[config.mk]
export PLATFORM = sky130hd
export DESIGN_NAME = instr_fetch_ctrl
export DESIGN_NICKNAME = d
export VERILOG_FILES = /design/src/rtl/instr_fetch_ctrl.sv
export SDC_FILE = /design/constraint.sdc
export NUM_CORES = 1
export LEC_CHECK = 0
export CELL_PAD_IN_SITES_DETAIL_PLACEMENT = 1
export CELL_PAD_IN_SITES_GLOBAL_PLACEMENT = 1
export CORE_UTILIZATION = 30
export DETAILED_ROUTE_END_ITERATION = 16
export HOLD_SLACK_MARGIN = 0.08
export PLACE_DENSITY = 0.79
export SLEW_MARGIN = 20
export SYNTH_ARGS = -nofsm -noshare
export SYNTH_HDL_FRONTEND = slang
export SYNTH_SLANG_ARGS = --single-unit
[constraint.sdc]
create_clock -name clk -period 3.1 [get_ports clk]
set_input_delay 0.62 -clock clk [delete_from_list [all_inputs] [get_ports clk]]
set_output_delay 0.62 -clock clk [all_outputs]
set_load 0.005 [all_outputs]
[src/rtl/instr_fetch_ctrl.sv]
// -----------------------------------------------------------------------------
// instr_fetch_ctrl
//
// Instruction-fetch stage controller. It owns the program counter and the
// IF/ID pipeline register, and sequences fetch through three states:
//   WAIT - one idle cycle after reset release; nothing is latched.
//   RUN  - fetches sequentially and accepts jump / branch redirects.
//   HALT - PC frozen, bubbles fed into IF/ID, redirects ignored.
//
// Ports
//   clk, rst_n         rising-edge clock, asynchronous active-low reset
//   Instruction_addr   byte address to instruction memory (= current PC)
//   Instruction_Data   combinational read data for Instruction_addr
//   stall              hazard-unit stall request
//   branch_taken/_target, jump/jump_target
//                      redirect requests; jump has priority over branch
//   halt_req, resume   stop / restart fetching
//   IF_ID_instr, IF_ID_pc_plus4, IF_ID_valid
//                      IF/ID pipeline register
//   fetch_state        00 WAIT, 01 RUN, 10 HALT
//   align_err          sticky flag: an accepted redirect target was misaligned
// -----------------------------------------------------------------------------
module instr_fetch_ctrl #(
  parameter int                      ADDR_SIZE = 32,
  parameter int                      MEM_WIDTH = 32,
  parameter int                      MEM_DEPTH = 1024,
  parameter logic [ADDR_SIZE-1:0]    RESET_PC  = '0
) (
  input  logic                 clk,
  input  logic                 rst_n,
  output logic [ADDR_SIZE-1:0] Instruction_addr,
  input  logic [MEM_WIDTH-1:0] Instruction_Data,
  input  logic                 stall,
  input  logic                 branch_taken,
  input  logic [ADDR_SIZE-1:0] branch_target,
  input  logic                 jump,
  input  logic [ADDR_SIZE-1:0] jump_target,
  input  logic                 halt_req,
  input  logic                 resume,
  output logic [MEM_WIDTH-1:0] IF_ID_instr,
  output logic [ADDR_SIZE-1:0] IF_ID_pc_plus4,
  output logic                 IF_ID_valid,
  output logic [1:0]           fetch_state,
  output logic                 align_err
);

  typedef enum logic [1:0] {
    ST_WAIT = 2'b00,
    ST_RUN  = 2'b01,
    ST_HALT = 2'b10
  } state_e;

  // First byte address past the end of instruction memory. One extra bit so
  // that a PC+4 which wraps past 2^ADDR_SIZE still compares as out of range.
  localparam logic [ADDR_SIZE:0] PC_LIMIT = (ADDR_SIZE+1)'(MEM_DEPTH) << 2;

  state_e                 state_q, state_d;
  logic [ADDR_SIZE-1:0]   pc_q, pc_d;
  logic [MEM_WIDTH-1:0]   instr_q, instr_d;
  logic [ADDR_SIZE-1:0]   pc4_q, pc4_d;
  logic                   valid_q, valid_d;
  logic                   align_q, align_d;

  logic [ADDR_SIZE:0]     pc_plus4_wide;
  logic [ADDR_SIZE-1:0]   pc_plus4;
  logic                   seq_out_of_range;
  logic                   redirect;
  logic [ADDR_SIZE-1:0]   redirect_target;

  // Carry-preserving increment: the low ADDR_SIZE bits are the wrapped PC+4,
  // the full width is what gets compared against the memory limit.
  assign pc_plus4_wide    = {1'b0, pc_q} + (ADDR_SIZE+1)'(4);
  assign pc_plus4         = pc_plus4_wide[ADDR_SIZE-1:0];
  assign seq_out_of_range = (pc_plus4_wide >= PC_LIMIT);

  assign redirect         = jump | branch_taken;
  assign redirect_target  = jump ? jump_target : branch_target;

  always_comb begin
    state_d = state_q;
    pc_d    = pc_q;
    instr_d = instr_q;
    pc4_d   = pc4_q;
    valid_d = valid_q;
    align_d = align_q;

    case (state_q)
      ST_WAIT: begin
        state_d = ST_RUN;
      end

      ST_RUN: begin
        if (redirect) begin
          // Redirect wins over stall and over halt_req; a simultaneous
          // halt_req still lands the target in PC before halting.
          pc_d    = {redirect_target[ADDR_SIZE-1:2], 2'b00};
          instr_d = '0;
          pc4_d   = '0;
          valid_d = 1'b0;
          if (redirect_target[1:0] != 2'b00) begin
            align_d = 1'b1;
          end
          if (halt_req) begin
            state_d = ST_HALT;
          end
        end else if (halt_req) begin
          // PC stays on the unfetched instruction so resume re-fetches it.
          instr_d = '0;
          pc4_d   = '0;
          valid_d = 1'b0;
          state_d = ST_HALT;
        end else if (stall) begin
          // Hold PC and IF/ID (defaults).
        end else begin
          instr_d = Instruction_Data;
          pc4_d   = pc_plus4;
          valid_d = 1'b1;
          // The current word is still a legal fetch; only the step past the
          // end of memory is refused, so PC parks on the last word.
          if (seq_out_of_range) begin
            state_d = ST_HALT;
          end else begin
            pc_d = pc_plus4;
          end
        end
      end

      ST_HALT: begin
        instr_d = '0;
        pc4_d   = '0;
        valid_d = 1'b0;
        if (resume && !halt_req) begin
          state_d = ST_RUN;
        end
      end

      default: begin
        state_d = ST_WAIT;
      end
    endcase
  end

  always_ff @(posedge clk or negedge rst_n) begin
    if (!rst_n) begin
      state_q <= ST_WAIT;
      pc_q    <= RESET_PC;
      instr_q <= '0;
      pc4_q   <= '0;
      valid_q <= 1'b0;
      align_q <= 1'b0;
    end else begin
      state_q <= state_d;
      pc_q    <= pc_d;
      instr_q <= instr_d;
      pc4_q   <= pc4_d;
      valid_q <= valid_d;
      align_q <= align_d;
    end
  end

  assign Instruction_addr = pc_q;
  assign IF_ID_instr      = instr_q;
  assign IF_ID_pc_plus4   = pc4_q;
  assign IF_ID_valid      = valid_q;
  assign fetch_state      = state_q;
  assign align_err        = align_q;

endmodule
Word level (Yosys, flattened, before mapping)
Cells that the tools add are included.
W data, S select, Z words.
- $add $sub $neg: 1
- magnitude comparators: 1
- eq/ne operators: 10
- mux-type cells: 24
- bitwise logic cells: 1
- reduce and logical (&&, ||, !) cells: 9
- operator list (cell ; number):
    $mux W32 ; 11
    $pmux W32 S2 ; 2
    $add A32 B3 Y33 const B ; 1
    $ge A33 B13 Y1 const B ; 1
    $mux W2 ; 6
    $ne A3 B3 Y1 const B ; 3
    $reduce_and A4 Y1 ; 2
    $ne A2 B1 Y1 const B ; 3
    $pmux W2 S3 ; 1
    $ne A4 B4 Y1 const B ; 1
    $reduce_bool A2 Y1 ; 2
    $mux W1 ; 3
    $reduce_and A3 Y1 ; 1
    $eq A2 B1 Y1 const B ; 1
    $eq A2 B2 Y1 const B ; 1
    $logic_not A2 Y1 ; 1
    $ne A2 B2 Y1 const B ; 1
    $pmux W1 S2 ; 1
    $reduce_and A2 Y1 ; 1
    $logic_and A1 B1 Y1 ; 1
    $logic_not A1 Y1 ; 1
    $or A1 B1 Y1 ; 1
- flip-flop bits (word level): 100
- input bits: 103
- output and inout port bits: 100
- word-level logic and storage cells: 52

Longest topological paths before layout
Gate-level depths: netlist (run 1).
- depth in word-level cells: 7
- depth in mapped cells: 12
- depth with buffers taken out: 9

Least setup slack after synthesis (run 1)
No wires, ideal clock.
- path kind: register to register
- start: reg pc_q[2] (netlist: Instruction_addr[2])
- end: reg pc_q[13] (netlist: Instruction_addr[13])
- setup time: 125 ps
- arrival time: 3170 ps
- required time: 2975 ps
- path slack: -195 ps
- stages on the path, launching flop included: 12
- path buffers: 2
- cell sequence: dfrtp_1 > ha_1 > nand4_4 > or3_4 > o31a_1 > nor4_1 > nand4_1 > or4_4 > and2_4 > buf_6 > buf_6 > mux2_4
- cells in the longest elaborated chain, start to end: 5
- RTL lines (element ; line ; text):
    from (decl) ; 58 ; logic [ADDR_SIZE-1:0] pc_q, pc_d;
    from (signal assigned) ; 153 ; pc_q <= pc_d;
    $add A32 B3 Y33 * ; 72 ; assign pc_plus4_wide = {1'b0, pc_q} + (ADDR_SIZE+1)'(4);
    branches (longest 4 deep; another with $ge A33 B13 Y1) ; n/a ;
Every way passes the cells marked *. The select of a mux whose other input is x is not followed.
A chain may end at the register's enable or synchronous reset.

Final worst setup path (run 1)
- start: reg pc_q[3] (netlist: Instruction_addr[3])
- end: reg pc_q[4] (netlist: Instruction_addr[4])
Same word-level chain as after synthesis.

==> impl_metrics.env, run 1 <==
export IMPL_p_switching_mw=2.53
export IMPL_grt_usage_pct=21.5
export IMPL_total_power_mw=6.73
export IMPL_cts_buffers=9
export IMPL_num_rows=47
export IMPL_layout_worst_path_cycle_share_pct=97.7
export IMPL_vias=5001
export IMPL_drt_first_iter_violations=163
export IMPL_finalCoreUtilization_pct=48.6
export IMPL_ys_seq_elements=97
export IMPL_seq_area_frac_synth_pct=46.3
export IMPL_pwr_share_seq_pct=30.8
export IMPL_grt_pass1_wl_mm=29.8
export IMPL_grt_pass1_vias=5472
export IMPL_portBuffers=200
export IMPL_outcome="complete, no violations"
export IMPL_die_h_um=134
export IMPL_finalHoldViolCount=0
export IMPL_dpl_hpwl_mm=14.2
export IMPL_syn_avg_cell_area_sq_um=10.3
export IMPL_final_area_sq_mm=0.00817
export IMPL_synth_edf_count=0
export IMPL_grt_max_degree=64
export IMPL_hp_class="input port to asynchronous set/reset pin"
export IMPL_htreeDepth=3
export IMPL_endpoint_kind="register"
export IMPL_synthFlopType="dfrtp_1"
export IMPL_cts_hold_buf=0
export IMPL_fin_crit_ns=3.03
export IMPL_cp_arrival_ns=3.26
export IMPL_final_cells=963
export IMPL_ios=203
export IMPL_finalWorstSetupSlack_ns=0.0705
export IMPL_tightest_slew_ns=0.604
export IMPL_nets=846
export IMPL_ant_nets=0
export IMPL_syn_inst=507
export IMPL_whs_ns=0.221
export IMPL_core_area_sq_mm=0.0168
export IMPL_rsz0062_at_grt="yes"
export IMPL_vias_per_cell=5.19
export IMPL_clk_latency_ns=0.35
export IMPL_leakage_nw=3.55
export IMPL_dp_cells=943
export IMPL_antenna_found_initial=0
export IMPL_cts_tree="built"
export IMPL_syn_to_final_growth_pct=55.8
export IMPL_antenna_cells=0
export IMPL_floorplan_initialDensity_pct=31.2
export IMPL_drc=0
export IMPL_ir_drop_mv=0.446
export IMPL_maxCapViolCount=0
export IMPL_layout_drive_gt1_share_pct=16.0
export IMPL_critPathLaunchType="register"
export IMPL_fp_dieW_um=134
export IMPL_slew_violations=0
export IMPL_power_frac_comb_pct=52.1
export IMPL_gp_congestion=0.819
export IMPL_synth_warnings=0
export IMPL_dieArea_sq_mm=0.0180
export IMPL_clockPowerShare_pct=17.1
export IMPL_cts_buffer_depth=2
export IMPL_synthArstFlopShare_pct=100
export IMPL_sw_frac_of_total_pct=37.6
export IMPL_cp_data_required_time_ns=3.33
export IMPL_p_int_mw=4.20
export IMPL_cp_max_fo=8
export IMPL_syn_area_sq_mm=0.00524
export IMPL_cts_sink_count=97
export IMPL_drt_pass1_iterations=4
export IMPL_finalWirelength_mm=19.0
export IMPL_fillers=1873
export IMPL_place_ws_ns=-0.0953
export IMPL_fin_setup_tns_ns=0
export IMPL_clkTransAtPathRegs_ns=0.07
export IMPL_finClkSkew_ns=0.0109
export IMPL_wire_per_inst_um=19.7
export IMPL_criticalPathCategory="register to register"
export IMPL_yosys_cell_types_count=56
export IMPL_root_buffer="clkbuf_16"
export IMPL_setup_viol=0
export IMPL_place_area_sq_mm=0.00777
export IMPL_maxSlewHeadroom_pct=59.7
export IMPL_fmax_ghz=0.330
export IMPL_p_per_area_mw_per_mm2=825
export IMPL_grt_overflow=0
-- cell usage after synthesis, types with 2 or more instances --
library cell / n / area [sq um]
a211oi_1: 2 / 15.0
a21oi_1: 6 / 30.0
a221oi_1: 2 / 17.5
a22o_1: 58 / 508
and2_1: 2 / 12.5
and3_1: 3 / 18.8
and4_1: 2 / 17.5
buf_1: 4 / 15.0
buf_2: 3 / 15.0
buf_4: 3 / 22.5
buf_6: 2 / 22.5
clkbuf_1: 26 / 97.6
dfrtp_1: 97 / 2430
ha_1: 5 / 62.6
inv_1: 13 / 48.8
mux2_1: 4 / 45.0
mux2_2: 12 / 135
mux2_4: 10 / 150
mux2i_1: 30 / 300
nand2_1: 55 / 206
nand2b_1: 3 / 18.8
nand3_1: 13 / 65.1
nand4_1: 14 / 87.6
nor2_1: 16 / 60.1
nor2b_1: 3 / 18.8
nor3_1: 7 / 35.0
nor3b_1: 2 / 15.0
nor4_1: 11 / 68.8
o2111ai_1: 2 / 17.5
o211ai_1: 3 / 22.5
o21ai_0: 38 / 190
o22ai_1: 2 / 12.5
or2_2: 4 / 25.0
or3_1: 3 / 18.8
xnor2_1: 16 / 140
xor2_1: 11 / 96.3
-- worst paths after layout --
kind,from,end,slack [ns],depth (start not counted)
min in group clk,align_err$_DFFE_PN0P_,align_err$_DFFE_PN0P_,0.46,1
worst min register to register,align_err$_DFFE_PN0P_,align_err$_DFFE_PN0P_,0.46,1
worst max-delay path,Instruction_addr[3]$_DFFE_PN0P_,Instruction_addr[4]$_DFFE_PN0P_,0.07,9
worst min-delay path,rst_n,IF_ID_pc_plus4[11]$_DFFE_PN0P_,0.22,1
max in group asynchronous,rst_n,IF_ID_pc_plus4[31]$_DFFE_PN0P_,2.16,2
worst max register to register,Instruction_addr[3]$_DFFE_PN0P_,Instruction_addr[4]$_DFFE_PN0P_,0.07,9
-- cell usage in the layout, fill, tap and decap left out, drive strengths merged, types with 2 or more instances in the layout --
cell and count:
nor2 16, clkbuf 11, nand4 15, dfrtp 97, nor3 8, o211ai 3, or2 4, nor4 11
o21ai 38, o2111ai 2, and4 2, mux2 26, inv 15, and2 5, a211oi 2, and3 3
or3 4, a22o 58, nand3 13, a21oi 6, a221oi 2, nor2b 3, nand2b 3, conb 2
xor2 11, buf 57, or4 2, xnor2 16, nor3b 2, ha 5, o22ai 2, nand2 55
mux2i 30, clkdlybuf4s50 198
-- power by group through the flow --
stage	combinational (mW)	sequential, mW	clock (mW)
2_1_floorplan	1.53	2.11	0
3_3_place_gp	3.34	2.06	0
3_5_place_dp	3.44	2.09	0
4_1_cts	3.50	2.08	1.18
5_1_grt	3.78	2.14	1.23
6_report	3.51	2.07	1.15
-- cell families (layout without fill, tap and decap cells) --
kind of cell	after synthesis	count (layout)	synth area share, %
adders and majority gates	5	5	1.19
other	1	2	0.0716
and+or+nand+nor	146	148	14.4
muxes	56	56	12.0
DFF	97	97	46.3
AOI/OAI and AO/OA	124	124	17.2
xor gates and xnor gates	27	27	4.51
buffers and inverters	51	284	4.23
-- layout make-up --
type / instances / area (sq um) / area share [%]
flip-flops and latches: 97 / 2430 / 29.8
inverters: 13 / 48.8 / 0.598
repair buffers: 255 / 2420 / 29.6
well taps: 220 / 275 / 3.37
clock buffers: 11 / 243 / 2.97
clock inverters: 5 / 62.6 / 0.766
multi-input cells: 362 / 2690 / 32.9
-- repair_timing --
item | CTS | global route
resized for setup | 6 | 7
setup buffers | 0 | 2
endpoints found under the setup margin | 24 | 27
pin swaps | 0 | 2
gates cloned | 1 | 1
-- metal layers --
layer / vias to the layer above / GRT usage [%] / part of all wire [%]
met5: - / 0 / 0
met4: 0 / 6.93 / 2.0
met3: 24 / 2.99 / 4.4
met2: 143 / 37.9 / 51
met1: 2521 / 26.9 / 43
li1: 2313 / - / -
-- registers in the layout, summed over array words and instances, names as in the netlist --
signal            count
IF_ID_instr          32
IF_ID_pc_plus4       31
Instruction_addr     30
fetch_state           2
IF_ID_valid           1
align_err             1
-- critical path: stages, from the launching register on --
cell and delay [ns]:
dfrtp_2 0.39, ha_4 0.16, nand4_4 0.20, or3_4 0.40, o31a_1 0.35, nor4_2 0.16
nand4_1 0.16, or4_4 0.49, and2_4 0.26, mux2_1 0.33
No activity file was read; power rests on OpenSTA's default activity.
==> inputs of run 2 (changes only) <==
Settings changed: CAP_MARGIN set to 20, PLACE_DENSITY 0.79 to unset, PLACE_DENSITY_LB_ADDON set to 0.1.
==> run 2 against run 1 <==
- the run now ends with setup timing left
- utilization is 0.86 points higher
- cell count is 1.1% higher
- critical path type unchanged
- die area stayed put
- register-to-register slack worse by 0.16 ns
==> impl_metrics.env, run 2 (synthesized netlist as in run 1, its figures left out) <==
export IMPL_setup_viol=26
export IMPL_cts_buffer_depth=2
export IMPL_crit_family="simple AND/OR/NAND/NOR gates"
export IMPL_slew_violations=0
export IMPL_ios=203
export IMPL_drt_first_iter_violations=213
export IMPL_portBuffers=200
export IMPL_ant_nets=0
export IMPL_gr_usage_met2_pct=35.1
export IMPL_finalHoldViolCount=0
export IMPL_wire_per_inst_um=20.4
export IMPL_layout_common_cells="clkdlybuf4s50_1 (198), dfrtp_1 (95), buf_4 (63)"
export IMPL_path_buf_inv=0
export IMPL_leakage_nw=3.65
export IMPL_max_stage_delay_ns=0.56
export IMPL_p_per_area_mw_per_mm2=825
export IMPL_grt_max_degree=80
export IMPL_outcome="finished, violations left"
export IMPL_fmax_ghz=0.313
export IMPL_fp_dieW_um=134
export IMPL_violations="setup timing"
export IMPL_die_h_um=134
export IMPL_whs_ns=0.300
export IMPL_syn_to_final_growth_pct=58.6
export IMPL_sw_frac_of_total_pct=38.7
export IMPL_largest_register_ffs=32
export IMPL_drc=0
export IMPL_core_area_sq_mm=0.0168
export IMPL_clk_latency_ns=0.36
export IMPL_use_met3_pct=2.99
export IMPL_cts_sink_count=97
export IMPL_num_rows=47
export IMPL_maxSlewHeadroom_pct=48.9
export IMPL_grt_pass1_wl_mm=29.9
export IMPL_root_buffer="clkbuf_16"
export IMPL_path_cells="nand3_2 > or3_4 > o31a_1 > nor4_2 > nand4_1 > or4_4 > and2_4 > mux2_1"
export IMPL_fin_crit_ns=3.19
export IMPL_finalWirelength_mm=19.8
export IMPL_clkTransAtPathRegs_ns=0.08
export IMPL_cts_hold_buf=0
export IMPL_antenna_cells=0
export IMPL_power_frac_comb_pct=53.4
export IMPL_cts_tree="built"
export IMPL_final_common_cell="clkdlybuf4s50_1"
export IMPL_floorplan_initialDensity_pct=31.2
export IMPL_critPathLaunchType="register"
export IMPL_vias_per_cell=5.18
export IMPL_tightest_slew_ns=0.767
export IMPL_maxCapViolCount=0
export IMPL_rsz0062_at_grt="yes"
export IMPL_grt_overflow=0
export IMPL_fin_setup_tns_ns=-1.65
export IMPL_grt_usage_pct=21.7
export IMPL_clockPowerShare_pct=16.6
export IMPL_dieArea_sq_mm=0.0180
export IMPL_grt_busiest_layer="met2"
export IMPL_endpoint_kind="register"
export IMPL_antenna_found_initial=0
export IMPL_layout_worst_path_cycle_share_pct=103
export IMPL_use_met1_pct=29.8
export IMPL_pwr_share_seq_pct=30.0
export IMPL_nets=857
export IMPL_vias=5041
export IMPL_finClkSkew_ns=0.00829
export IMPL_cts_buffers=9
export IMPL_hp_class="input port to asynchronous set/reset pin"
export IMPL_cp_max_fo=8
export IMPL_criticalPathCategory="register to register"
export IMPL_cp_arrival_ns=3.44
export IMPL_cp_data_required_time_ns=3.34
export IMPL_p_switching_mw=2.66
export IMPL_ir_drop_mv=0.404
export IMPL_slowest_stage="or4_4"
export IMPL_htreeDepth=3
export IMPL_gp_congestion=0.933
export IMPL_grt_pass1_vias=5225
export IMPL_drt_pass1_iterations=5
export IMPL_layout_drive_gt1_share_pct=18.4
export IMPL_p_int_mw=4.20
export IMPL_dpl_hpwl_mm=14.1
export IMPL_finalWorstSetupSlack_ns=-0.0915
-- run 2: cell types whose count changed in the layout (fill, tap and decap cells not counted), moves of 2 or more --
| cell | delta |
|---|---|
| buf_4 | +8 |
| buf_6 | +3 |
| mux2_1 | -3 |
| mux2_4 | +3 |
| xnor2_1 | -2 |
-- run 2: final cells by class --
type,instances,area [sq um]
fillers,1855,8510
clock inverters,6,55.1
clock buffers,10,239
well taps,220,275
inverters,13,48.8
multi-input cells,362,2760
repair buffers,266,2500
flip-flops and latches,97,2430
-- run 2: metrics by stage --
step | setup WS, ns | instance area, sq um | util [%] | std cells | total power, mW
floorplan | 0.0227 | 5260 | - | 508 | 3.64
global placement | 0.0560 | 7780 | 46.3 | 946 | 5.49
detailed placement | -0.0466 | 7780 | 46.3 | 946 | 5.56
CTS | 0.0391 | 8110 | 48.2 | 963 | 6.75
global route | -0.111 | 8310 | 49.4 | 974 | 7.28
finish | -0.0915 | 8310 | 49.4 | 974 | 6.86
-- run 2: timing repair --
item,CTS,global route
cloned,1,2
setup buffers,0,9
pin swaps,0,8
gates resized for setup,5,21
endpoints found under the setup margin,24,27
-- run 2: power by group through the flow --
stage               Clock [mW]  Combinational [mW]  Sequential (mW)
detailed placement           0                3.49             2.07
floorplan                    0                1.53             2.11
CTS                       1.17                3.54             2.05
finish                    1.14                3.66             2.06
global route              1.22                3.93             2.12
global placement             0                3.45             2.04
-- run 2: path summary, 6_finish.rpt --
path | end | slack, ns | cells past startpoint | from
hold / removal | IF_ID_instr[25]$_DFFE_PN0P_ | 0.30 | 1 | rst_n
max in group asynchronous | IF_ID_instr[14]$_DFFE_PN0P_ | 2.05 | 2 | rst_n
setup reg to reg | Instruction_addr[3]$_DFFE_PN0P_ | -0.09 | 8 | Instruction_addr[8]$_DFFE_PN0P_
min in group clk | align_err$_DFFE_PN0P_ | 0.46 | 1 | align_err$_DFFE_PN0P_
setup / recovery | Instruction_addr[3]$_DFFE_PN0P_ | -0.09 | 8 | Instruction_addr[8]$_DFFE_PN0P_
hold reg to reg | align_err$_DFFE_PN0P_ | 0.46 | 1 | align_err$_DFFE_PN0P_
-- run 2: metal layers --
layer | up-vias | routed length (um)
li1 | 2338 | -
met1 | 2498 | 9110
met2 | 177 | 9370
met3 | 28 | 922
met4 | 0 | 422
met5 | - | 0
-- run 2: worst reg2reg max path, stage by stage, from the launching register on --
cell and delay [ns]:
dfrtp_1 0.42, nand3_2 0.26, or3_4 0.47, o31a_1 0.35, nor4_2 0.26, nand4_1 0.18
or4_4 0.56, and2_4 0.26, mux2_1 0.32
